## src/rtl/cache_access_driver.sv

```systemverilog
// -----------------------------------------------------------------------------
// cache_access_driver
//
// Issues a burst of back-to-back reads to a direct-mapped cache. The burst
// starts at base_addr and advances by a fixed stride. The cache returns a
// registered hit flag one cycle after each read. This block counts hits and
// misses for the burst, and both counts saturate.
//
// Ports
//   clk         in   clock; all state changes on the rising edge
//   rst         in   asynchronous active-high reset
//   start       in   begin a burst (only honoured in IDLE)
//   base_addr   in   first address of the burst
//   stride      in   address increment per access (wraps modulo 2^ADDR_WIDTH)
//   num_access  in   number of reads to issue
//   hit         in   cache hit flag, valid the cycle after read
//   read        out  read enable to the cache
//   addr        out  address to the cache
//   busy        out  burst in progress (ISSUE or DRAIN)
//   done        out  one-cycle pulse when the burst completes
//   hit_count   out  hits in the current/last burst
//   miss_count  out  misses in the current/last burst
// -----------------------------------------------------------------------------
module cache_access_driver #(
   parameter int ADDR_WIDTH  = 11,
   parameter int COUNT_WIDTH = 16
) (
   input  logic                   clk,
   input  logic                   rst,
   input  logic                   start,
   input  logic [ADDR_WIDTH-1:0]  base_addr,
   input  logic [ADDR_WIDTH-1:0]  stride,
   input  logic [COUNT_WIDTH-1:0] num_access,
   input  logic                   hit,
   output logic                   read,
   output logic [ADDR_WIDTH-1:0]  addr,
   output logic                   busy,
   output logic                   done,
   output logic [COUNT_WIDTH-1:0] hit_count,
   output logic [COUNT_WIDTH-1:0] miss_count
);

   typedef enum logic [1:0] {IDLE, ISSUE, DRAIN, DONE} state_t;

   localparam logic [COUNT_WIDTH-1:0] CNT_ONE  = COUNT_WIDTH'(1);
   localparam logic [COUNT_WIDTH-1:0] CNT_MAX  = '1;
   localparam logic [COUNT_WIDTH-1:0] CNT_ZERO = '0;

   state_t                 state;
   logic [ADDR_WIDTH-1:0]  stride_q;
   logic [COUNT_WIDTH-1:0] remaining;
   // read_q is set in each cycle where the cache's hit output belongs to
   // one of our reads.
   logic                   read_q;

   always_ff @(posedge clk or posedge rst) begin
      if (rst) begin
         state      <= IDLE;
         stride_q   <= '0;
         remaining  <= '0;
         read_q     <= 1'b0;
         read       <= 1'b0;
         addr       <= '0;
         busy       <= 1'b0;
         done       <= 1'b0;
         hit_count  <= '0;
         miss_count <= '0;
      end else begin
         read_q <= read;
         done   <= 1'b0;

         // Response accounting. read_q is never set in IDLE, so the clear
         // on an accepted start below cannot collide with an increment.
         if (read_q) begin
            if (hit) begin
               if (hit_count != CNT_MAX)
                  hit_count <= hit_count + CNT_ONE;
            end else begin
               if (miss_count != CNT_MAX)
                  miss_count <= miss_count + CNT_ONE;
            end
         end

         case (state)
            IDLE: begin
               if (start) begin
                  stride_q   <= stride;
                  hit_count  <= '0;
                  miss_count <= '0;
                  if (num_access != CNT_ZERO) begin
                     state     <= ISSUE;
                     addr      <= base_addr;
                     read      <= 1'b1;
                     busy      <= 1'b1;
                     remaining <= num_access;
                  end else begin
                     // An empty burst goes straight to the completion pulse.
                     state <= DONE;
                     done  <= 1'b1;
                  end
               end
            end

            ISSUE: begin
               // remaining counts the reads still to present, including the
               // current one. On the last read, addr is held rather than
               // advanced.
               if (remaining == CNT_ONE) begin
                  read  <= 1'b0;
                  state <= DRAIN;
               end else begin
                  addr      <= addr + stride_q;
                  remaining <= remaining - CNT_ONE;
               end
            end

            DRAIN: begin
               // The final response is counted on this edge by the logic above.
               busy  <= 1'b0;
               done  <= 1'b1;
               state <= DONE;
            end

            DONE: begin
               state <= IDLE;
            end

            default: begin
               state <= IDLE;
            end
         endcase
      end
   end

endmodule

```

## config.mk

```make
export PLATFORM = sky130hd
export DESIGN_NAME = cache_access_driver
export DESIGN_NICKNAME = d
export VERILOG_FILES = /design/src/rtl/cache_access_driver.sv
export SDC_FILE = /design/constraint.sdc
export NUM_CORES = 1
export LEC_CHECK = 0
export ABC_AREA = 0
export CAP_MARGIN = 20
export CORE_ASPECT_RATIO = 1.2
export CORE_MARGIN = 1
export CORE_UTILIZATION = 31
export CTS_BUF_LIST = sky130_fd_sc_hd__clkbuf_4 sky130_fd_sc_hd__clkbuf_8 sky130_fd_sc_hd__clkbuf_16
export DETAILED_ROUTE_END_ITERATION = 7
export GPL_TIMING_DRIVEN = 0
export PLACE_DENSITY = 0.62
export RECOVER_POWER = 50
export SLEW_MARGIN = 25
export SYNTH_ARGS = -nofsm -noshare
export SYNTH_HDL_FRONTEND = slang
export SYNTH_SLANG_ARGS = --single-unit
```

## constraint.sdc

```tcl
create_clock -name clk -period 3.65 [get_ports clk]
set_clock_uncertainty 0.2 [all_clocks]
set_input_delay 0.73 -clock clk [delete_from_list [all_inputs] [get_ports clk]]
set_output_delay 0.73 -clock clk [all_outputs]
set_load 0.005 [all_outputs]
```

**Word level (Yosys, flattened, before mapping)**

Cells that the tools add are included.

- Output and inout bits: 46
- Word-level logic and storage cells: 63
- Register bits: 76
- Input port bits: 42

- Reductions and logical operators: 9
- Equality and inequality tests: 10
- Mux-type cells: 30
- Add/subtract/negate cells: 4

Operators with widths:

| cell | count |
|---|---|
| 2-to-1 mux 16 bit | 13 |
| 2-to-1 mux 11 bit | 3 |
| adder 16 x 1 -> 16 bit (second input constant) | 2 |
| inequality test 16 bit (second input constant) | 2 |
| case mux 16 bit (2 select lines) | 1 |
| case mux 11 bit (2 select lines) | 1 |
| == test 16 x 1 -> 1 bit (second input constant) | 1 |
| nonzero test 16 bit | 1 |
| subtractor 16 x 1 -> 16 bit (second input constant) | 1 |
| adder 11 bit | 1 |
| inequality test 2 bit (second input constant) | 4 |
| case mux 2 bit (4 select lines) | 1 |
| AND reduction 4 bit | 2 |
| 2-to-1 mux 2 bit | 3 |
| case mux 1 bit (2 select lines) | 3 |
| 2-to-1 mux 1 bit | 5 |
| == test 2 bit (second input constant) | 2 |
| AND reduction 2 bit | 2 |
| nonzero test 2 bit | 2 |
| AND reduction 3 bit | 1 |
| == test 2 x 1 -> 1 bit (second input constant) | 1 |
| logical NOT 2 bit | 1 |

**Logic depth before layout (Yosys ltp)**

Gate-level depths: netlist of the first run.

- Depth after elaboration: 6
- Gate-level depth with buffers: 9
- Depth with buffers taken out: 9

**Worst setup path before layout of the first run**

No wires, ideal clock.

- Path kind: register to register
- Start point: reg remaining[8]
- End point: reg remaining[12]
- Path slack: 1245 ps
- Data arrival time: 2080 ps
- Cell stages (with the launch flop): 6
- Clock period less this slack: 2405 ps
- Data required time: 3325 ps
- Library setup time: 125 ps
- Buffers on the path: 0
- Cell sequence: dfrtp_1 -> or4_4 -> or2_2 -> or3_1 -> a21oi_2 -> mux2_4

- Cells in the longest elaborated chain, start to end: 3
- Elaborated cells on any way between the ends: 6
- Those cells by class: add/sub (1); eq/ne (2); mux (2); reduce/logical (1)

Ends and longest elaborated chain:

| element | line | RTL |
|---|---|---|
| from (decl) | 51 | `logic [COUNT_WIDTH-1:0] remaining;` |
| from (signal assigned) | 95 | `remaining <= num_access;` |
| from (signal assigned) | 113 | `remaining <= remaining - CNT_ONE;` |
| subtractor 16 x 1 -> 16 bit or == test 16 x 1 -> 1 bit (tied branches) | 113, 108 |  |
| 2-to-1 mux 16 bit or inequality test 2 bit (tied branches) | n/a |  |
| case mux 16 bit (2 select lines) or AND reduction 4 bit (tied branches) | n/a |  |

Parallel ways exist; a longest one is shown, timed or not. The select of a mux whose other input is x is not followed.
A chain may end at the register's enable or synchronous reset.

**Final worst setup path of the first run**

- Start point: in start
- End point: reg addr[10]

- Cells in the longest elaborated chain, start to end: 2

Ends and longest elaborated chain:

| element | line | RTL |
|---|---|---|
| from (decl) | 30 | `input logic start,` |
| inequality test 2 bit (no line) | n/a |  |
| AND reduction 4 bit (no line) | n/a |  |
| to (signal assigned) | 92 | `addr <= base_addr;` |
| to (signal assigned) | 112 | `addr <= addr + stride_q;` |
| to (decl) | 36 | `output logic [ADDR_WIDTH-1:0] addr,` |

Every way passes these cells.

==> impl_metrics.json, run 1 <==
{
  "ioPinCount": 88,
  "core-area_sq_mm": 0.0138,
  "synthesis.area_sq_mm": 0.00439,
  "gp_congestion": 0.873,
  "grt_max_degree": 44,
  "first_iter_violations": 254,
  "portBuffers": 87,
  "grt_first_pass_wirelength_mm": 20.4,
  "layout-drive-gt1-share": 0.0597,
  "die_area_sq_mm": 0.0146,
  "post_cts.repair.setup_buffers": 0,
  "hold_buffers": 0,
  "syn_area_per_cell_sq_um": 9.07,
  "yosys_most_used_dff": "dfrtp_1",
  "routed_wl_mm": 12.2,
  "synth_top_area_share": 0.433,
  "setup-tns-final_ps": 0,
  "viasPerCell": 5.35,
  "wl_per_cell_um": 16.1,
  "antenna_cells": 0,
  "hold_viol": 0,
  "die_w_um": 111,
  "timing.hold.ws_ps": 287,
  "p_leak_uw": 0.00240,
  "synthArstFlopShare": 1.00,
  "crit_path_end": "addr[10]",
  "track_usage": 0.173,
  "synthAdderAreaFrac": 0.0530,
  "fp.dieH_um": 132,
  "p_per_area_mw_per_mm2": 739,
  "cts_made_buffers": 9,
  "synth-simple-area-share": 0.232,
  "syn2layout_area_growth_pct": 31.4,
  "pwr-share-clk": 0.193,
  "tightest_slew_ps": 1620,
  "status": "finished, violations left",
  "synth.largest_area_cell": "dfrtp_1",
  "min_period_ps": 3060,
  "num_rows": 47,
  "cts_tree": "built",
  "start_kind": "input port",
  "fmax_mhz": 326,
  "hold_path.class": "reg -> reg",
  "syn_nets": 544,
  "synth_edf_count": 0,
  "firstDrtPassIters": 5,
  "comb_power_share": 0.480,
  "yosysSeqAreaShare": 0.433,
  "synthesis.instances": 484,
  "worstPathRequired_ps": 3670,
  "routed-via-count": 4049,
  "regToRegSetupSlack_ps": 940,
  "ant_nets": 0,
  "grt_setup_unrepaired": "no",
  "synth_top_family_by_area": "simple AND/OR/NAND/NOR gates",
  "yosys.area_share.xor_xnor": 0.0479,
  "drv_cap": 1,
  "arrival_ps": 3080,
  "cts_sinks": 76,
  "cts-root-buf": "clkbuf_16",
  "gr-total-overflow": 0,
  "setup_viol": 0,
  "clk_latency_ps": 340,
  "synth.mux.area_fraction": 0.0288,
  "internal_power_uw": 2550,
  "violations": "capacitance limit, slew limit",
  "yosys-top-cells-area": "dfrtp_1 (43%), nand2_1 (5.9%), ha_1 (4.8%), nor2_1 (3.8%), o21ai_0 (3.1%)",
  "path_max_fanout": 10,
  "ir_drop_uv": 399,
  "synth_compound_area_frac": 0.170,
  "antenna_found_initial": 0,
  "r2r_cells": 8,
  "worstSetupStartpoint": "start",
  "ys_ff_latch": 76,
  "slew_violations": 34,
  "htree_num_levels": 3,
  "crit_type": "in -> reg",
  "dpl.hpwl_mm": 8.93,
  "synth_cell_type_count": 67,
  "grt_pass1_vias": 4054,
  "cts_buffer_depth": 2,
  "num-nets-final": 643,
  "critPathCaptureType": "flip-flop",
  "switching_share": 0.402,
  "seqPwrFrac": 0.327,
  "worstReg2RegStart": "remaining[1]",
  "drc": 0,
  "ys_warn_count": 0,
  "r2r_end": "remaining[2]",
  "holdPathStages": 2,
  "period_share": 0.839,
  "start_util": 0.318,
  "slew_headroom": -0.0885,
  "p_switching_uw": 1710,
  "path_clk_slew_ps": 60,
  "cts_resized": 0
}
## worst min path at each step
stage / endpoint / start
6_report: stride_q[8] / stride_q[8]
5_1_grt: read_q / read
4_1_cts: read_q / read
3_5_place_dp: read_q / read
3_3_place_gp: stride_q[2] / stride_q[2]
2_1_floorplan: read_q / read
## layout by cell type (no fill, tap or decap), types with 6 or more instances in the layout
| cell type | n |
|---|---|
| dfrtp_1 | 76 |
| nand2_1 | 69 |
| clkdlybuf4s50_1 | 64 |
| nor2_1 | 45 |
| o21ai_0 | 27 |
| nor3_1 | 23 |
| dlygate4sd3_1 | 23 |
| a21oi_1 | 21 |
| nand3_1 | 21 |
| ha_1 | 17 |
| inv_1 | 13 |
| xnor2_1 | 13 |
| nor4_1 | 11 |
| xor2_1 | 11 |
| mux2i_1 | 10 |
| clkbuf_1 | 9 |
| clkbuf_16 | 9 |
| a211oi_1 | 8 |
| o22ai_1 | 8 |
| nand4_1 | 8 |
| or3_1 | 6 |
## flip-flops by register name, summed over array words and instances (netlist names)
signal / count
stride_q: 11
hit_count: 16
read_q: 1
addr: 11
state: 2
remaining: 16
read: 1
done: 1
busy: 1
miss_count: 16
## power by group through the flow
stage	combinational, uW	sequential (uW)	clock, uW
after floorplan	1410	1340	0
after global placement	2020	1390	0
after detailed placement	2070	1410	0
after CTS	2090	1390	847
after global routing	2290	1440	879
final	2050	1400	824
## layout make-up
class | count | area [sq um]
Buffer | 18 | 98.8
Clock buffer | 12 | 254
Clock inverter | 2 | 12.5
Fill cell | 1366 | 8050
Inverter | 15 | 57.6
Multi-Input combinational cell | 375 | 2330
Sequential cell | 76 | 1900
Tap cell | 171 | 214
Timing Repair Buffer | 88 | 898
## cell usage after synthesis, types with 3 or more instances
master and number:
nand2_1 69, buf_1 3, nor2b_1 5, a21o_1 4, and3_1 5, nor2_1 45, dfrtp_1 76, inv_1 14
o211ai_1 3, buf_6 3, nand3_1 21, ha_1 17, o22ai_1 8, a211oi_1 8, nand4_1 8, or4_1 4
xnor2_1 13, nor3_1 23, clkbuf_1 9, a31oi_1 5, o21ai_0 27, a21oi_1 21, mux2i_1 10, xor2_1 11
or3_1 6, o21ai_1 4, nor4_1 11, a22oi_1 4
## cell families after synthesis
logic type,count (synthesis)
AO/OA/AOI/OAI,109
multiplexers,12
XOR/XNOR,24
AND/OR/NAND/NOR,212
adder cells (fa/ha/maj),18
flip-flops,76
buffers and inverters,33
## through the flow
stage	setup slack [ps]	total power [uW]	utilization	cell area [sq um]	std cells
global placement	-667	3410	0.396	5470	742
finish	587	4270	0.417	5770	757
global route	358	4610	0.417	5770	757
floorplan	782	2750	-	4390	484
CTS	606	4330	0.418	5770	757
detailed placement	250	3470	0.398	5500	743
## worst max-delay path, stage by stage
cell and delay [ps]:
dlygate4sd3_1 710, and2_1 170, clkbuf_1 410, and3_1 230
clkbuf_1 260, mux2_2 370, a21oi_1 120, nor3b_1 60
## metal layers
metal / share of wire / track usage / vias to the layer above / wire length [um]
li1: - / - / 1958 / -
met1: 0.44 / 0.213 / 1936 / 5380
met2: 0.48 / 0.288 / 132 / 5880
met3: 0.047 / 0.0340 / 23 / 575
met4: 0.030 / 0.0830 / 0 / 365
met5: 0 / 0 / - / 0
(Power assumes the default switching activity.)
==> inputs of run 2 (changes only) <==
clock period = 2.85 ns   (was 3.65 ns; I/O delays follow)
==> run 2 against run 1 <==
Net effect:
- the run still ends with capacitance limit, slew limit left
- sequential cell count unchanged
- hold slack got worse by 0.53 ps
- global-route usage is the same
- critical path depth rose by 1
- final area increased by 0.87%
- core utilization rose by 0.36 points
- clock-buffer cell count unchanged
- register-to-register slack got worse by 840 ps
- final cell count up 0.13%
- non-clock buffer count grew 1
- setup slack lost 490 ps
- routed wire length increased by 0.26%
- critical endpoint is now remaining[12]
- highest routed layer unchanged
==> impl_metrics.json, run 2 (synthesized netlist as in run 1, its figures left out) <==
{
  "status": "finished, violations left",
  "violations": "capacitance limit, slew limit",
  "fill_cells": 1364,
  "hold_buffers": 0,
  "worstPathRequired_ps": 2870,
  "slew_violations": 34,
  "firstDrtPassIters": 6,
  "min_period_ps": 2750,
  "viasPerCell": 5.38,
  "grt_setup_unrepaired": "no",
  "num-nets-final": 644,
  "ir_drop_uv": 509,
  "die_w_um": 111,
  "grt_pass1_vias": 4052,
  "dpl.hpwl_mm": 8.93,
  "cts_made_buffers": 9,
  "ioPinCount": 88,
  "drc": 0,
  "r2r_cells": 9,
  "fp.dieH_um": 132,
  "routed_wl_mm": 12.2,
  "syn2layout_area_growth_pct": 32.6,
  "gp_congestion": 0.873,
  "r2r_end": "remaining[12]",
  "antenna_found_initial": 0,
  "antenna_cells": 0,
  "hold_viol": 0,
  "holdPathEnd": "stride_q[8]",
  "p_leak_uw": 0.00243,
  "grt_max_degree": 44,
  "p_per_area_mw_per_mm2": 943,
  "setup_viol": 0,
  "grt-busiest-layer": "met2",
  "first_iter_violations": 234,
  "clk_latency_ps": 340,
  "setup-tns-final_ps": 0,
  "met2_usage": 0.288,
  "hold_path.class": "reg -> reg",
  "slowest_stage": "or4b_1",
  "path_max_fanout": 10,
  "path_cells": "inv_1 -> ha_1 -> or4b_1 -> o41ai_4 -> buf_4 -> a22o_4 -> buf_6 -> a21oi_2 -> mux2_4",
  "period_share": 0.966,
  "layout_common_cells": "dfrtp_1 (76), nand2_1 (69), clkdlybuf4s50_1 (64), nor2_1 (45), o21ai_0 (27)",
  "final_common_cell": "dfrtp_1",
  "min-delay-start": "stride_q[8]",
  "start_kind": "flip-flop",
  "slew_headroom": -0.0928,
  "tightest_slew_ps": 1630,
  "cts_sinks": 76,
  "ant_nets": 0,
  "cts-root-buf": "clkbuf_16",
  "drv_cap": 1,
  "fmax_mhz": 363,
  "core-area_sq_mm": 0.0138,
  "worstReg2RegStart": "remaining[1]",
  "crit_type": "reg -> reg",
  "gr-total-overflow": 0,
  "grt_first_pass_wirelength_mm": 20.4,
  "htree_num_levels": 3,
  "use_met3": 0.0340,
  "cts_buffer_depth": 2,
  "regToRegSetupSlack_ps": 100,
  "utilization": 0.421,
  "die_area_sq_mm": 0.0146,
  "cts_tree": "built",
  "critPathCaptureType": "flip-flop",
  "track_usage": 0.173,
  "start_util": 0.318,
  "routed-via-count": 4077,
  "met1_usage": 0.213,
  "layout-drive-gt1-share": 0.0733,
  "critPathMaxStageDelay_ps": 520,
  "wl_per_cell_um": 16.1,
  "holdPathStages": 2,
  "arrival_ps": 2780,
  "path_clk_slew_ps": 60,
  "portBuffers": 87,
  "num_rows": 47,
  "reg_top3": "hit_count (16), miss_count (16), remaining (16)"
}
[run 2: cell types whose count changed in the layout (fill, tap and decap cells not counted), moves of 2 or more]
cell,before,now
buf_4,2,4
clkbuf_1,9,7
nor4_1,11,7
nor4_2,0,4
[run 2: through the flow]
stage          hold WS (ps)  total power (uW)  instance area [sq um]  setup slack, ps  cells
2_1_floorplan           215              3520                   4390              142    484
3_3_place_gp            272              4370                   5470            -1310    742
3_5_place_dp            255              4450                   5500             -390    743
4_1_cts                 276              5540                   5770             18.6    756
5_1_grt                 305              5920                   5820             17.1    758
6_report                286              5490                   5820             97.3    758
[run 2: repair_timing]
action / 4_1_cts / 5_1_grt
pin swaps: 0 / 2
setup buffers: 0 / 2
setup endpoints to repair: 1 / 10
endpoints found under the hold margin: 0 / 0
resized for setup: 0 / 8
[run 2: worst max path at each step]
| stage | slack [ps] | end | cells after the start | from |
|---|---|---|---|---|
| 6_report | 100 | remaining[12] | 9 | remaining[1] |
| 5_1_grt | 20 | remaining[10] | 10 | remaining[1] |
| 4_1_cts | 20 | addr[10] | 8 | num_access[12] |
| 3_5_place_dp | -390 | addr[10] | 8 | start |
| 3_3_place_gp | -1310 | stride_q[7] | 2 | rst |
| 2_1_floorplan | 140 | addr[0] | 1 | rst |
[run 2: area by class of cell]
| type | instances | area, sq um | share of cell area |
|---|---|---|---|
| Timing Repair Buffer | 90 | 913 | 0.157 |
| Buffer | 17 | 96.3 | 0.0166 |
| Sequential cell | 76 | 1900 | 0.327 |
| Inverter | 15 | 57.6 | 0.00989 |
| Tap cell | 171 | 214 | 0.0368 |
| Clock buffer | 12 | 254 | 0.0436 |
| Clock inverter | 2 | 12.5 | 0.00215 |
| Multi-Input combinational cell | 375 | 2370 | 0.407 |
[run 2: critical path, delay by kind of cell (launching register included)]
kind / cells / cell delay, ps
and+or+nand+nor: 1 / 520
muxes: 1 / 300
AOI/OAI and AO/OA: 3 / 610
DFF: 1 / 380
adders and majority gates: 1 / 190
buffers and inverters: 3 / 440
[run 2: where the power goes]
part,leakage (uW),switching [uW],internal (uW)
combinational,0.00134,1410,1230
sequential,0.000957,354,1430
clock,0.000131,434,622
total,0.00243,2200,3280
[run 2: routing by layer]
| layer | up-vias | part of all wire |
|---|---|---|
| li1 | 1967 | - |
| met1 | 1957 | 0.44 |
| met2 | 127 | 0.48 |
| met3 | 26 | 0.049 |
| met4 | 0 | 0.032 |
| met5 | - | 0 |
==> inputs of run 3 (changes only) <==
ABC_AREA = 1   (was 0)
PLACE_DENSITY = 0.6   (was 0.62)
clock period = 3.03 ns   (was 2.85 ns; I/O delays follow)
==> run 3 against run 2 <==
Net effect:
- the run still ends with capacitance limit, slew limit left
- non-clock buffer count decreased by 1
- clock power is essentially flat
- final cell count up 46%
- global-route usage rose by 0.49 points
- fmax up 21%
- via count grew 28%
- sequential power barely moved
- hold slack lost 84 ps
- clock-buffer cell count is 2 lower
==> impl_metrics.json, run 3 <==
{
  "violations": "capacitance limit, slew limit",
  "status": "finished, violations left",
  "timing.hold.ws_ps": 202,
  "grt_pass1_vias": 4971,
  "viasPerCell": 4.73,
  "die_area_sq_mm": 0.0177,
  "syn_nets": 844,
  "cts-root-buf": "clkbuf_16",
  "layout_common_cells": "nand2_1 (266), inv_1 (100), clkdlybuf4s50_1 (83), nor2_1 (77), dfrtp_1 (76)",
  "cts_tree": "built",
  "synth_top_area_share": 0.356,
  "path_clk_slew_ps": 70,
  "antenna_cells": 0,
  "synth_cell_type_count": 39,
  "slew_headroom": -0.0839,
  "p_leak_uw": 0.00319,
  "grt_setup_unrepaired": "no",
  "synth_edf_count": 0,
  "min_period_ps": 2280,
  "path_max_fanout": 10,
  "first_iter_violations": 254,
  "yosys.area_share.xor_xnor": 0.00492,
  "fp.dieH_um": 146,
  "hold_viol": 0,
  "post_cts.repair.setup_buffers": 0,
  "ys_warn_count": 0,
  "layout-drive-gt1-share": 0.0867,
  "htree_num_levels": 3,
  "yosysSeqAreaShare": 0.356,
  "synth.largest_area_cell": "dfrtp_1",
  "fmax_mhz": 438,
  "grt_max_degree": 40,
  "routed_wl_mm": 14.8,
  "p_per_area_mw_per_mm2": 944,
  "synth_top_family_by_area": "simple AND/OR/NAND/NOR gates",
  "clk_latency_ps": 360,
  "synthTopCellsByCount": "nand2_1 (263), inv_1 (99), dfrtp_1 (76)",
  "track_usage": 0.178,
  "crit_type": "reg -> reg",
  "placed_area_sq_mm": 0.00650,
  "die_w_um": 122,
  "critPathCaptureType": "flip-flop",
  "wl_per_cell_um": 13.4,
  "syn2layout_area_growth_pct": 25.8,
  "synth_compound_area_frac": 0.0919,
  "yosysMostFrequentCell": "nand2_1",
  "firstDrtPassIters": 5,
  "yosys_most_used_dff": "dfrtp_1",
  "synth-simple-area-share": 0.407,
  "synthesis.instances": 784,
  "routed-via-count": 5226,
  "portBuffers": 87,
  "tightest_slew_ps": 1620,
  "ioPinCount": 88,
  "gp_congestion": 0.853,
  "grt_first_pass_wirelength_mm": 24.5,
  "synthesis.area_sq_mm": 0.00534,
  "fin_area_sq_mm": 0.00671,
  "final_common_cell": "nand2_1",
  "worstPathRequired_ps": 3070,
  "start_kind": "flip-flop",
  "core-area_sq_mm": 0.0169,
  "num_rows": 52,
  "setup_viol": 0,
  "cts_made_buffers": 9,
  "antenna_found_initial": 0,
  "hold_path.class": "reg -> reg",
  "synth.mux.area_fraction": 0,
  "cts_buffer_depth": 2,
  "slew_violations": 38,
  "cts_resized": 0,
  "dpl.hpwl_mm": 11.1,
  "period_share": 0.753,
  "gr-total-overflow": 0,
  "synthAdderAreaFrac": 0.0436,
  "syn_area_per_cell_sq_um": 6.81,
  "num-nets-final": 943,
  "arrival_ps": 2320,
  "ir_drop_uv": 388,
  "yosys-top-cells-area": "dfrtp_1 (36%), nand2_1 (18%), inv_1 (7.0%), nand3_1 (6.0%), nor2_1 (5.2%)",
  "start_util": 0.317,
  "drv_cap": 1,
  "cts_sinks": 76,
  "ys_ff_latch": 76,
  "hold_buffers": 0,
  "reg_top3": "hit_count (16), miss_count (16), remaining (16)",
  "synthArstFlopShare": 1.00,
  "drc": 0,
  "ant_nets": 0
}
[run 3: cell types whose count changed in the layout (fill, tap and decap cells not counted), moves of 15 or more]
cell / change
nor3_1: -15
dlygate4sd3_1: -19
clkdlybuf4s50_1: +19
nor2_1: +32
inv_1: +87
nand2_1: +197
nand3_1: +44
o21ai_0: +18
[run 3: per-layer routing]
layer	vias up	share of wire	track usage
li1	2693	-	-
met1	2394	0.46	0.223
met2	117	0.48	0.299
met3	22	0.037	0.0227
met4	0	0.024	0.0796
met5	-	0	0
[run 3: power breakdown]
| group | leakage, uW | internal, uW | switching, uW |
|---|---|---|---|
| Sequential | 0.000969 | 1400 | 389 |
| Clock | 0.000129 | 571 | 487 |
| Combinational | 0.00209 | 1410 | 2080 |
| Total | 0.00319 | 3380 | 2960 |
[run 3: critical path: stages, from the launching register on]
cell	delay, ps
dfrtp_1	400
ha_1	220
nand2_1	90
nor2_1	310
nand2_2	100
nor2_1	100
nand3_1	200
clkbuf_1	290
a21oi_1	180
nor2_1	60
[run 3: worst paths after layout]
check,depth (start not counted),start,slack (ps),end
max,9,miss_count[1],750,miss_count[5]
min,0,read,200,read_q
max reg2reg,9,miss_count[1],750,miss_count[5]
min reg2reg,0,read,200,read_q
max in group asynchronous,2,rst,820,addr[2]
min in group asynchronous,2,rst,860,miss_count[2]
[run 3: cell type report]
cell class                      count  area [sq um]
Fill cell                        1782         10100
Multi-Input combinational cell    587          2860
Sequential cell                    76          1900
Inverter                          103           394
Clock buffer                       10           233
Buffer                             18           114
Clock inverter                      6          48.8
Tap cell                          216           270
Timing Repair Buffer               88           891
[run 3: logic make-up (layout without fill, tap and decap cells)]
kind of cell	count (synthesis)	after routing
AND/OR/NAND/NOR	479	479
adder cells (fa/ha/maj)	18	18
flip-flops	76	76
XOR/XNOR	3	3
buffers and inverters	121	225
AO/OA/AOI/OAI	87	87
[run 3: metrics by stage]
stage | util | total power [uW] | setup WS [ps] | cells | TNS [ps]
finish | 0.398 | 6340 | 748 | 1104 | 0
global route | 0.398 | 6940 | 445 | 1104 | 0
CTS | 0.402 | 6420 | 838 | 1104 | 0
detailed placement | 0.386 | 5320 | 471 | 1088 | 0
global placement | 0.384 | 5270 | -1340 | 1087 | -101490
floorplan | - | 4160 | 286 | 784 | 0
